### config.mk
export PLATFORM = sky130hd
export DESIGN_NAME = alu_muldiv
export DESIGN_NICKNAME = d
export VERILOG_FILES = /design/src/rtl/alu_muldiv.sv
export SDC_FILE = /design/constraint.sdc
export NUM_CORES = 1
export LEC_CHECK = 0
export CAP_MARGIN = 15
export CORE_ASPECT_RATIO = 2
export CORE_MARGIN = 10
export CORE_UTILIZATION = 25
export DETAILED_ROUTE_END_ITERATION = 16
export GPL_TIMING_DRIVEN = 0
export PLACE_DENSITY = 0.42
export SETUP_SLACK_MARGIN = 0.1
export SLEW_MARGIN = 15
export SYNTH_ARGS = -nofsm -noshare
export SYNTH_HDL_FRONTEND = slang
export SYNTH_SLANG_ARGS = --single-unit
### constraint.sdc
create_clock -name clk -period 9.7 [get_ports clk]
set_input_delay 0.97 -clock clk [delete_from_list [all_inputs] [get_ports clk]]
set_output_delay 0.97 -clock clk [all_outputs]
set_load 0.05 [all_outputs]
### src/rtl/alu_muldiv.sv
// Iterative multiply/divide unit with HI/LO result registers.
// Multiply is radix-2 shift-add and divide is radix-2 restoring. Both work
// on operand magnitudes and take WIDTH cycles. Signs are applied in a
// single fix-up cycle before HI/LO are written.
module alu_muldiv #(
  parameter int WIDTH = 32
) (
  input  logic             clk,
  input  logic             rst_n,
  input  logic             start,
  input  logic [2:0]       op,
  input  logic [WIDTH-1:0] A,
  input  logic [WIDTH-1:0] B,
  input  logic             flush,
  output logic             busy,
  output logic             done,
  output logic [WIDTH-1:0] hi,
  output logic [WIDTH-1:0] lo,
  output logic             dz
);

  localparam int CW = $clog2(WIDTH) + 1;

  localparam logic [1:0] IDLE = 2'd0;
  localparam logic [1:0] CALC = 2'd1;
  localparam logic [1:0] FIX  = 2'd2;

  localparam logic [2:0] OP_MTHI = 3'b100;
  localparam logic [2:0] OP_MTLO = 3'b101;

  // Magnitude of a possibly-signed operand; -2^(WIDTH-1) maps to 2^(WIDTH-1).
  function automatic logic [WIDTH-1:0] mag(input logic signed [WIDTH-1:0] v,
                                           input logic sgn);
    logic [WIDTH-1:0] r;
    r = sgn ? -v : v;
    return r;
  endfunction

  // Conditional two's-complement negation of a single-width result.
  function automatic logic [WIDTH-1:0] sfix(input logic [WIDTH-1:0] m,
                                            input logic neg);
    logic signed [WIDTH-1:0] s;
    s = $signed(m);
    return neg ? -s : s;
  endfunction

  // Conditional two's-complement negation of a double-width product.
  function automatic logic [2*WIDTH-1:0] sfix2(input logic [2*WIDTH-1:0] m,
                                               input logic neg);
    logic signed [2*WIDTH-1:0] s;
    s = $signed(m);
    return neg ? -s : s;
  endfunction

  logic [1:0]       state;
  logic [CW-1:0]    cnt;

  // Operands and flags captured at issue.
  logic             is_div_p0;
  logic             neg_q_p0;
  logic             neg_r_p0;
  logic             bz_p0;
  logic [WIDTH-1:0] a_p0;
  logic [WIDTH-1:0] opnd_p0;

  // Iteration registers. acc holds the product high half or the partial
  // remainder. q holds the multiplier or the dividend/quotient.
  logic [WIDTH:0]   acc_p1;
  logic [WIDTH-1:0] q_p1;

  logic             go_calc;
  logic             go_mt;
  logic             fix_commit;
  logic             sa_in;
  logic             sb_in;
  logic [WIDTH:0]   mul_sum;
  logic [WIDTH:0]   div_shift;
  logic [WIDTH:0]   div_trial;
  logic [2*WIDTH-1:0] prod_fix;
  logic [WIDTH-1:0] quo_fix;
  logic [WIDTH-1:0] rem_fix;

  assign busy       = (state != IDLE);
  assign go_calc    = (state == IDLE) && start && (op[2] == 1'b0);
  assign go_mt      = (state == IDLE) && start && ((op == OP_MTHI) || (op == OP_MTLO));
  assign fix_commit = (state == FIX) && !flush;

  // Only MULT (000) and DIV (010) treat operands as signed.
  assign sa_in = ~op[0] & A[WIDTH-1];
  assign sb_in = ~op[0] & B[WIDTH-1];

  // One shift-add / restoring-divide step, plus the sign fix-up values.
  always_comb begin
    mul_sum   = acc_p1 + (q_p1[0] ? {1'b0, opnd_p0} : '0);
    div_shift = {acc_p1[WIDTH-1:0], q_p1[WIDTH-1]};
    div_trial = div_shift - {1'b0, opnd_p0};
    prod_fix  = sfix2({acc_p1[WIDTH-1:0], q_p1}, neg_q_p0);
    quo_fix   = sfix(q_p1, neg_q_p0);
    rem_fix   = sfix(acc_p1[WIDTH-1:0], neg_r_p0);
  end

  // Control FSM: IDLE -> CALC (WIDTH steps) -> FIX -> IDLE; flush aborts.
  always_ff @(posedge clk or negedge rst_n) begin
    if (!rst_n) begin
      state <= IDLE;
      cnt   <= '0;
    end else begin
      case (state)
        IDLE: begin
          if (go_calc) begin
            state <= CALC;
            cnt   <= CW'(WIDTH);
          end
        end
        CALC: begin
          if (flush) begin
            state <= IDLE;
            cnt   <= '0;
          end else begin
            cnt <= cnt - CW'(1);
            if (cnt == CW'(1)) state <= FIX;
          end
        end
        FIX: begin
          state <= IDLE;
          cnt   <= '0;
        end
        default: begin
          state <= IDLE;
          cnt   <= '0;
        end
      endcase
    end
  end

  // Operand capture at issue, then one datapath step per CALC cycle.
  always_ff @(posedge clk or negedge rst_n) begin
    if (!rst_n) begin
      is_div_p0 <= 1'b0;
      neg_q_p0  <= 1'b0;
      neg_r_p0  <= 1'b0;
      bz_p0     <= 1'b0;
      a_p0      <= '0;
      opnd_p0   <= '0;
      acc_p1    <= '0;
      q_p1      <= '0;
    end else if (go_calc) begin
      is_div_p0 <= op[1];
      neg_q_p0  <= sa_in ^ sb_in;
      neg_r_p0  <= op[1] & sa_in;
      bz_p0     <= op[1] & (B == '0);
      a_p0      <= A;
      opnd_p0   <= op[1] ? mag(B, sb_in) : mag(A, sa_in);
      q_p1      <= op[1] ? mag(A, sa_in) : mag(B, sb_in);
      acc_p1    <= '0;
    end else if (state == CALC) begin
      if (is_div_p0) begin
        if (!div_trial[WIDTH]) begin
          acc_p1 <= div_trial;
          q_p1   <= {q_p1[WIDTH-2:0], 1'b1};
        end else begin
          acc_p1 <= div_shift;
          q_p1   <= {q_p1[WIDTH-2:0], 1'b0};
        end
      end else begin
        acc_p1 <= {1'b0, mul_sum[WIDTH:1]};
        q_p1   <= {mul_sum[0], q_p1[WIDTH-1:1]};
      end
    end
  end

  // HI/LO write-back at FIX or MTHI/MTLO, with the one-cycle done/dz pulse.
  always_ff @(posedge clk or negedge rst_n) begin
    if (!rst_n) begin
      hi   <= '0;
      lo   <= '0;
      done <= 1'b0;
      dz   <= 1'b0;
    end else begin
      done <= 1'b0;
      dz   <= 1'b0;
      if (fix_commit) begin
        done <= 1'b1;
        if (is_div_p0 && bz_p0) begin
          hi <= a_p0;
          lo <= '1;
          dz <= 1'b1;
        end else if (is_div_p0) begin
          hi <= rem_fix;
          lo <= quo_fix;
        end else begin
          hi <= prod_fix[2*WIDTH-1:WIDTH];
          lo <= prod_fix[WIDTH-1:0];
        end
      end else if (go_mt) begin
        done <= 1'b1;
        if (op == OP_MTHI) hi <= A;
        else               lo <= A;
      end
    end
  end

endmodule

==> impl_metrics.toml <==
[timing]
final_min_period_over_clock_period = 0.7094
grt_setup_unrepaired = "no"
clock_skew_ns = 0.02041
hold_ws_ns = 0.3888
finalHoldViolations = 0
timing_worst_slew_pin_value_ns = 1.297
total_negative_slack_for_setup_checks_ns = 0
report.final.setup_viol = 0
final_period_minus_worst_setup_slack_ns = 6.881
slew_viol_final = 0
max-slew-margin-rel = 0.1351
max_freq_mhz = 145.3

[global_routing]
met3_usage = 0.01879
gr-max-usage-layer = "met2"
global_route.usage.total = 0.2201
grt_remaining_overflow = 0
pin_count_of_the_biggest_net_entering_global_routing = 78
grt_first_pass_wirelength_mm = 124.2
grtUsageMet1 = 0.2014
vias_in_the_first_global_route = 17790
antenna_found_initial = 1
gr-usage-met2 = 0.4286

[clocking]
clock_latency_ns = 0.55
tritoncts = "built"
cts_resized = 0
cts_buffers = 22
cts_setup_buffers = 0
clk_transition_reported_paths_ns = 0.08
h-tree-depth = 1
cts.path.max_buffers = 3
clock_tree.root_cell = "sky130_fd_sc_hd__clkbuf_16"
cts_hold_buf = 0
cts.sinks = 207

[worst_setup_path]
peak_fanout_along_the_critical_path = 10
cp_slowest_stage_delay_ns = 0.69
minimum_setup_slack_among_reg_to_reg_paths_ns = 2.82
timing.critical_path.from_type = "flop"
critical_path_buf_inv_count = 4
worst-r2r-cell-count = 18
worstSetupPathType = "flop to flop"
worst_ep_required_time_ns = 10.11
rr_endpoint = "acc_p1[20]$_DFFE_PN0P_"
critPathTopFamily = "compound AO/OA/AOI/OAI gates"
worst_r2r_startpoint = "q_p1[31]$_DFFE_PN0P_"
type_of_destination_of_the_critical_path = "flop"
worstPathArrival_ns = 7.29
crit_slowest_cell = "sky130_fd_sc_hd__a221oi_1"
path_cells = "inv_1 -> ha_1 -> fa_1 -> nor2b_1 -> o31ai_1 -> a21oi_1 -> a221oi_1 -> o211ai_1 -> a221oi_1 -> o21ai_0 -> o21ai_0 -> a22oi_1 -> ha_1 -> clkbuf_1 -> clkbuf_1 -> clkbuf_1 -> mux2i_1 -> o21ai_0"

[power]
p_total_mw = 6.745
ir_drop_v = 0.0001248
cellLeakagePower_nw = 7.891
powerDensity_nw_per_um2 = 346.1

[routing]
dr.first_iter.drc_count = 1062
route.vias.total = 16910
routed_wire_length_per_instance_um = 28.09
viasPerCell = 5.454
route.antenna.remaining_nets = 0
firstDrtPassIters = 7
finalWirelength_mm = 87.09
drc_errors = 0

[placement]
post-dp-hpwl_mm = 71.47
numPortBuffers = 130
dpl.cell_count = 3060
finalWeightedCongestion = 0.9398

[die]
start_util = 0.2519
pin_count = 138
core_um2 = 64580
dieWidth_um = 200.4
die_h_um = 380.7
std_cell_rows = 132
dieArea_um2 = 76280

[synthesis]
post_synth_num_cell_types = 74
synth.yosys.warnings = 0
number_of_enable_flip_flop_cells_after_synthesis = 0
synthesis.area_um2 = 16260
synth_async_reset_ratio = 1.000
syn_inst = 2056
postSynthAreaPerCell_um2 = 7.911
postSynthRegisterBits = 207
yosysSeqAreaShare = 0.3185
synth_fp_nets = 2200
synth_ff_type = "sky130_fd_sc_hd__dfrtp_1"

[finish]
final_nets = 2357
share_of_final_layout_standard_cells_stronger_than_drive_strength_1 = 0.02962
layout_overhead_on_the_synthesized_area_pct = 19.82
final_cells = 3101

[worst_hold_path]
timing.hold.worst.class = "input port to async pin"

[outcome]
run_status = "completed"

[flow_run]
max-cap-violations = 0
final cells by class:
type                    instances  area (um^2)
diodes                          2        5.005
plain buffers                 128        481.7
repair buffers                133         1369
clock buffers                  28        614.3
fillers                      6976        45090
multi-input cells            1659        10380
clock inverters                11        138.9
well taps                     871         1090
inverters                      62        232.7
flip-flops and latches        207         5180
worst max-delay path by stage:
stage	slack, ns	startpoint	end	depth (start not counted)
floorplan	5.49	acc_p1[10]$_DFFE_PN0P_	acc_p1[14]$_DFFE_PN0P_	17
global placement	-2.23	rst_n	a_p0[25]$_DFFE_PN0P_	1
detailed placement	2.82	q_p1[31]$_DFFE_PN0P_	acc_p1[20]$_DFFE_PN0P_	18
CTS	2.81	q_p1[31]$_DFFE_PN0P_	acc_p1[20]$_DFFE_PN0P_	18
global route	2.53	q_p1[31]$_DFFE_PN0P_	acc_p1[9]$_DFFE_PN0P_	19
finish	2.82	q_p1[31]$_DFFE_PN0P_	acc_p1[20]$_DFFE_PN0P_	18
sequential cells by signal, summed over array words and instances (netlist names), 2 cells and up:
signal,cells
hi,32
opnd_p0,32
acc_p1,33
cnt,6
q_p1,32
lo,32
state,2
a_p0,32
layer usage:
layer	vias to the layer above	part of all wire
li1	7729	-
met1	8296	0.33
met2	628	0.54
met3	260	0.035
met4	0	0.095
met5	-	0
cell usage after synthesis, drive strengths merged, types with 38 or more instances:
| cell | n | area (um^2) |
|---|---|---|
| dfrtp | 207 | 5180 |
| xnor2 | 75 | 656.9 |
| a21oi | 151 | 759.5 |
| xor2 | 97 | 849.6 |
| o21ai | 170 | 850.8 |
| clkbuf | 107 | 401.6 |
| inv | 61 | 229.0 |
| nand3 | 38 | 190.2 |
| nor3 | 51 | 255.2 |
| mux2i | 65 | 650.6 |
| nor2 | 183 | 689.4 |
| nand2 | 326 | 1224 |
| ha | 71 | 888.4 |
layout by cell type (no fill, tap or decap), drive strengths merged, types with 15 or more instances in the layout:
cell type,synthesis,final
nor3,51,51
xnor2,75,75
o211ai,32,32
o221ai,29,29
nand3,38,38
a21o,30,30
a31oi,23,23
nand2b,21,21
clkbuf,107,135
clkdlybuf4s50,0,129
dfrtp,207,207
a221oi,16,16
ha,71,71
buf,21,25
mux2i,65,65
xor2,97,97
o21ai,170,170
a211oi,15,15
o31ai,37,37
nand2,326,326
a21oi,151,151
nor2,183,183
inv,61,61
a32oi,31,31
or4,15,15
nor2b,17,17
per-stage QoR:
step | utilization | worst slack, ns | area [um^2]
6_report | 0.3018 | 2.819 | 19490
5_1_grt | 0.3017 | 2.531 | 19480
4_1_cts | 0.3017 | 2.805 | 19480
3_5_place_dp | 0.2900 | 2.817 | 18730
3_3_place_gp | 0.2889 | -2.233 | 18660
2_1_floorplan | - | 5.489 | 16260
power breakdown:
part / internal (mW) / switching [mW]
Clock: 0.530 / 0.425
Combinational: 1.43 / 2.71
Sequential: 1.20 / 0.443
logic make-up after synthesis:
logic type	share of synthesized area
compound gates	0.2470
xor+xnor	0.09262
fa+ha+maj	0.05708
buf+inv	0.04393
flops	0.3185
mux	0.04208
simple gates	0.1988
Power figures use the tool's default switching activity.
